File: src/rtl/pipe_stage_reg.sv
// Elastic valid/ready pipeline register with optional skid entry, flush and write-enable kill.
// Latency 1 cycle; with SKID=1 in_ready is registered (only S occupancy), with SKID=0 it follows out_ready.
module pipe_stage_reg #(
  parameter int                PAYLOAD_W = 133,
  parameter int                CTRL_W    = 4,
  parameter logic [CTRL_W-1:0] KILL_MASK = 4'b0011,
  parameter int                SKID      = 1
) (
  input  logic                 clk,
  input  logic                 rst,
  input  logic                 flush,
  input  logic                 in_valid,
  output logic                 in_ready,
  input  logic [PAYLOAD_W-1:0] in_data,
  input  logic [CTRL_W-1:0]    in_ctrl,
  output logic                 out_valid,
  input  logic                 out_ready,
  output logic [PAYLOAD_W-1:0] out_data,
  output logic [CTRL_W-1:0]    out_ctrl,
  output logic [1:0]           occupancy
);

  logic                 m_valid_q, m_valid_d;
  logic [PAYLOAD_W-1:0] m_data_q, m_data_d;
  logic [CTRL_W-1:0]    m_ctrl_q, m_ctrl_d;
  logic                 s_valid_q, s_valid_d;
  logic [PAYLOAD_W-1:0] s_data_q, s_data_d;
  logic [CTRL_W-1:0]    s_ctrl_q, s_ctrl_d;
  logic                 in_fire, out_fire;

  // rst gating keeps the producer stalled during reset in both modes
  assign in_ready  = (SKID != 0) ? (!rst && !s_valid_q)
                                 : (!rst && (!m_valid_q || out_ready));
  assign in_fire   = in_valid && in_ready;
  assign out_fire  = m_valid_q && out_ready;
  assign out_valid = m_valid_q;
  assign out_data  = m_data_q;
  assign out_ctrl  = m_ctrl_q & ~(KILL_MASK & {CTRL_W{~m_valid_q}});
  assign occupancy = {1'b0, m_valid_q} + {1'b0, s_valid_q};

  always_comb begin
    m_valid_d = m_valid_q;
    m_data_d  = m_data_q;
    m_ctrl_d  = m_ctrl_q;
    s_valid_d = s_valid_q;
    s_data_d  = s_data_q;
    s_ctrl_d  = s_ctrl_q;
    if (SKID == 0) begin
      if (in_fire) begin
        m_valid_d = 1'b1;
        m_data_d  = in_data;
        m_ctrl_d  = in_ctrl;
      end else if (out_fire) begin
        m_valid_d = 1'b0;
      end
    end else begin
      if (out_fire || !m_valid_q) begin
        if (s_valid_q) begin
          m_valid_d = 1'b1;
          m_data_d  = s_data_q;
          m_ctrl_d  = s_ctrl_q;
          s_valid_d = in_fire;
          if (in_fire) begin
            s_data_d = in_data;
            s_ctrl_d = in_ctrl;
          end
        end else begin
          m_valid_d = in_fire;
          if (in_fire) begin
            m_data_d = in_data;
            m_ctrl_d = in_ctrl;
          end
        end
      end else if (in_fire) begin
        s_valid_d = 1'b1;
        s_data_d  = in_data;
        s_ctrl_d  = in_ctrl;
      end
    end
    // Data may keep whatever was loaded; only the valid bits matter after a kill
    if (flush) begin
      m_valid_d = 1'b0;
      s_valid_d = 1'b0;
    end
  end

  always_ff @(posedge clk) begin
    if (rst) begin
      m_valid_q <= 1'b0;
      m_data_q  <= '0;
      m_ctrl_q  <= '0;
      s_valid_q <= 1'b0;
      s_data_q  <= '0;
      s_ctrl_q  <= '0;
    end else begin
      m_valid_q <= m_valid_d;
      m_data_q  <= m_data_d;
      m_ctrl_q  <= m_ctrl_d;
      s_valid_q <= s_valid_d;
      s_data_q  <= s_data_d;
      s_ctrl_q  <= s_ctrl_d;
    end
  end

endmodule

File: config.mk
export PLATFORM = sky130hd
export DESIGN_NAME = pipe_stage_reg
export DESIGN_NICKNAME = d
export VERILOG_FILES = /design/src/rtl/pipe_stage_reg.sv
export SDC_FILE = /design/constraint.sdc
export NUM_CORES = 1
export LEC_CHECK = 0
export ABC_AREA = 0
export CAP_MARGIN = 20
export CORE_ASPECT_RATIO = 1.75
export CORE_MARGIN = 3
export CORE_UTILIZATION = 33
export CTS_CLUSTER_DIAMETER = 100
export CTS_CLUSTER_SIZE = 16
export DETAILED_ROUTE_END_ITERATION = 10
export PLACE_DENSITY = 0.67
export SYNTH_ARGS = -nofsm -noshare
export SYNTH_HDL_FRONTEND = slang
export SYNTH_SLANG_ARGS = --single-unit
File: constraint.sdc
create_clock -name clk -period 3.4 [get_ports clk]
set_input_delay 0.68 -clock clk [delete_from_list [all_inputs] [get_ports clk]]
set_output_delay 0.68 -clock clk [all_outputs]
set_load 0.02 [all_outputs]
# --- Yosys cells after proc, flatten, opt, wreduce, memory -nomap -nowiden ---
# Index checks and enable logic that the tools add are counted.
op_classes:
  n_mux: 14
  add_sub_neg: 1
  n_eq_ne: 1
  bitwise_logic: 3
  reduce_logical: 11
op_table:
  columns: ["op", "count"]
  rows:
  - ["$mux 133", 5]
  - ["$mux 4", 5]
  - ["$and 4x4->4", 1]
  - ["$mux 1", 4]
  - ["$not 2->4", 1]
  - ["$reduce_bool 2->1", 2]
  - ["$logic_and 1x1->1", 3]
  - ["$logic_not 1->1", 3]
  - ["$add 1x1->2", 1]
  - ["$ne 2x2->1 const B", 1]
  - ["$reduce_and 2->1", 1]
  - ["$reduce_or 2->1", 1]
  - ["$logic_or 1x1->1", 1]
  - ["$not 1->1", 1]
word_totals:
  out_inout_bits: 141
  register_bits: 276
  in_bits: 142
  elab_cells: 36

# --- Depth between registers and ports, before layout ---
logic_depth:
  word_depth: 6
  ltp_mapped: 6
  depth_no_buf: 3

# --- Worst setup path after synthesis ---
# OpenSTA, ideal clock, no wires.
synth_path:
  path_type: "input to register"
  start: "in rst"
  end: "reg s_data_q[100]"
  path_buffers: 3
  cell_stages: 6
  setup_ps: 121
  t_arrival_ps: 1857
  setup_slack_ps: 1423
  required_ps: 3279
  cell_sequence: "buf_6 nor2_1 nand3_1 buf_4 buf_6 mux2_2"
synth_via:
  elab_chain_cells: 6
synth_lines:
  columns: ["item", "line", "rtl"]
  rows:
  - ["start: declaration", "10", "input logic rst,"]
  - ["$logic_not 1->1 *", null, null]
  - ["$logic_and 1x1->1 *", "32", "assign in_ready = (SKID != 0) ? (!rst && !s_valid_q)"]
  - ["via in_ready", "13", "output logic in_ready,"]
  - ["$logic_and 1x1->1 *", "34", "assign in_fire = in_valid && in_ready;"]
  - ["$mux 133 *", null, null]
  - ["$mux 133", null, null]
  - ["$mux 133 *", null, null]
  - ["end signal: assignment", "100", "s_data_q <= s_data_d;"]
  - ["end: declaration", "27", "logic [PAYLOAD_W-1:0] s_data_q, s_data_d;"]
# The timed path passes the listed nets; every way through them passes the cells marked *. The select of a mux whose other input is x is not followed.
# A chain may end at the register's enable or synchronous reset.

# --- Worst setup path after layout ---
layout_path:
  start: "reg s_valid_q"
  end: "out in_ready"
layout_via:
  elab_chain_cells: 2
layout_lines:
  columns: ["item", "line", "rtl"]
  rows:
  - ["start: declaration", "26", "logic s_valid_q, s_valid_d;"]
  - ["start signal: assignment", "99", "s_valid_q <= s_valid_d;"]
  - ["$logic_not 1->1", "32", null]
  - ["$logic_and 1x1->1", "32", null]
  - ["end: declaration", "13", null]
# No other way between the ends.

==> results.sh <==
export IMPL_run_status="completed"
export IMPL_routed_wl_met3_mm=1.808
export IMPL_initial_core_util=0.3368
export IMPL_max_freq_ghz=0.3979
export IMPL_tritoncts_num_sinks=276
export IMPL_track_usage=0.1738
export IMPL_peakVddDrop_uv=396.0
export IMPL_dieArea_sq_um=41260
export IMPL_period_minus_slack_ns=2.513
export IMPL_gpl_final_weighted_congestion=0.7623
export IMPL_wl_met2_mm=19.77
export IMPL_setup_clock_skew_after_layout_ns=0.02982
export IMPL_power_density_over_the_cells_nw_per_um2=415.2
export IMPL_route_layer_met1_wl_mm=14.91
export IMPL_routed_via_count=9758
export IMPL_min_delay_path_class="reg -> reg"
export IMPL_cts_repair_resizes=0
export IMPL_place_inst=1886
export IMPL_number_of_antenna_violations_at_the_first_check_in_global_routing=5
export IMPL_drt_vias_per_instance=5.098
export IMPL_final_common_cell="sky130_fd_sc_hd__clkdlybuf4s50_1"
export IMPL_wire_length_of_the_first_global_routing_pass_mm=58.30
export IMPL_slew_limit_headroom=0.4307
export IMPL_setup_worst_path_end_class="primary output"
export IMPL_startpoint_type="flip-flop"
export IMPL_buffer_ports_inserted=282
export IMPL_layout_common_cells="sky130_fd_sc_hd__clkdlybuf4s50_1 (281), sky130_fd_sc_hd__a211oi_1 (275), sky130_fd_sc_hd__dfxtp_1 (275)"
export IMPL_detail_route_antenna_nets=0
export IMPL_drc_errors=0
export IMPL_wl_per_cell_um=19.57
export IMPL_worst_endpoint_arrival_ns=1.83
export IMPL_holdBufCountCts=0
export IMPL_syn_area_per_cell_sq_um=10.37
export IMPL_cts_repair_timing_setup_buffer_count=0
export IMPL_ys_seq_elements=276
export IMPL_final_net_count=1572
export IMPL_report_final_slew_viol_count=0
export IMPL_dieWidth_um=154.8
export IMPL_numCtsBuffers=21
export IMPL_cts_tree="done"
export IMPL_ctsLongestPathBuffers=3
export IMPL_cell_row_count=94
export IMPL_share_of_layout_cells_above_drive_strength_1=0.2211
export IMPL_drt_iter0_markers=403
export IMPL_critical_path_max_fanout=9
export IMPL_synth_area_sq_um=12790
export IMPL_critical_path_class="reg -> out"
export IMPL_synthDistinctLibCells=19
export IMPL_syn_inst=1234
export IMPL_design_core_area_sq_um=37990
export IMPL_power_leakage_uw=0.005917
export IMPL_grt_start_max_net_pins=150
export IMPL_highest_signal_layer="met4"
export IMPL_pin_count=283
export IMPL_clock_tree_htree_level_count=1
export IMPL_cp_required_ns=2.72
export IMPL_cap_violations=0
export IMPL_finish_cell_count_without_fillers=1914
export IMPL_clockRootBuffer="sky130_fd_sc_hd__clkbuf_16"
export IMPL_least_margin_pin_slew_ns=0.8540
export IMPL_grt_overflow_total=0
export IMPL_synth_sequential_area_ratio=0.4318
export IMPL_setup_total_negative_slack_ns=0
export IMPL_ys_top_cells_by_area="sky130_fd_sc_hd__dfxtp_1 (43%), sky130_fd_sc_hd__mux2_2 (24%), sky130_fd_sc_hd__a211oi_1 (16%)"
export IMPL_via_count_of_the_first_global_routing_pass=10060
export IMPL_unrepaired_setup_endpoints_after_global_routing="false"
export IMPL_clock_latency_ns=0.53
export IMPL_die_h_um=266.5
export IMPL_fraction_of_the_core_area_covered_by_cells_at_the_end_of_the_flow=0.4301
export IMPL_hold_ws_ns=0.4534
export IMPL_synthDominantAreaCellType="sky130_fd_sc_hd__dfxtp_1"
export IMPL_area_growth_syn_to_layout_pct=27.71
export IMPL_clk_pin_slew_ns=0.08
export IMPL_total_setup_violations_reported_at_the_end_of_the_flow=0
export IMPL_synth_warning_count=0
export IMPL_drt_wl_total_mm=37.46
export IMPL_timing_final_crit_share=0.7391
export IMPL_placed_wire_length_estimate_mm=22.88
export IMPL_fraction_of_post_synthesis_cell_area_in_the_top_cell_type_by_area=0.4318
export IMPL_detailedRoute_firstPassIterationCount=6
export IMPL_synthesis_nets=1377
export IMPL_hold_fails_final_rpt=0
==> cells by family after synthesis <==
logic type	synth area share
AO/OA/AOI/OAI	0.1619
adder cells (fa/ha/maj)	0.0009777
buffers and inverters	0.09251
flip-flops	0.4318
multiplexers	0.2412
AND/OR/NAND/NOR	0.07158
==> area by class of cell <==
cell class                 instances  area [sq um]
sequential                       276          5529
timing repair buffer             295          3024
clock buffer                      22         529.3
clock inverter                     1         16.27
antenna                            5         12.51
fill                            3628         21650
multi-input combinational        697          6108
inverter                         138         520.5
tap                              480         600.6
==> power breakdown <==
| group | total [uW] | switching [uW] | internal, uW |
|---|---|---|---|
| clock network | 2290 | 1180 | 1110 |
| logic | 1040 | 510 | 534 |
| registers | 3450 | 82.8 | 3370 |
| total | 6780 | 1770 | 5010 |
==> routing by layer <==
layer,global-route usage,vias up
met3,0.03099,43
met1,0.2026,4777
met5,0,-
met2,0.3202,226
met4,0.05495,0
li1,-,4712
==> state kept, by name, summed over array words and instances, names as in the netlist <==
signal     flops
s_data_q     133
m_ctrl_q       4
out_data     133
out_valid      1
s_ctrl_q       4
s_valid_q      1
==> synthesized netlist by cell type (all sizes together) <==
cell type	count
nor2	2
a211oi	275
nor4	1
inv	138
dfxtp	276
a21o	1
and2b	1
nand3	1
ha	1
and2	2
clkbuf	57
nor2b	137
mux2	274
buf	66
nand2b	2
==> per-stage QoR <==
step / setup WS [ns] / total power [uW] / cell area [sq um]
final: 0.8869 / 6785 / 16340
after global routing: 0.8085 / 7076 / 16340
after CTS: 0.8369 / 6892 / 16330
after detailed placement: 0.6872 / 4580 / 15780
after global placement: 0.7284 / 4566 / 15780
after floorplan: 1.423 / 4042 / 12790
==> final timing paths <==
check / from / to / slack (ns) / depth (start not counted)
setup / recovery: s_valid_q$_SDFFE_PP0P_ / in_ready / 0.89 / 2
hold / removal: out_data[19]$_SDFFE_PP0P_ / out_data[19]$_SDFFE_PP0P_ / 0.45 / 2
setup reg to reg: s_valid_q$_SDFFE_PP0P_ / out_data[13]$_SDFFE_PP0P_ / 1.24 / 4
hold reg to reg: out_data[19]$_SDFFE_PP0P_ / out_data[19]$_SDFFE_PP0P_ / 0.45 / 2
==> critical path: stages (launching register included) <==
cell	delay, ns
sky130_fd_sc_hd__dfxtp_4	0.40
sky130_fd_sc_hd__nor2_1	0.25
sky130_fd_sc_hd__clkdlybuf4s50_1	0.66
No activity file was read; power rests on OpenSTA's default activity.
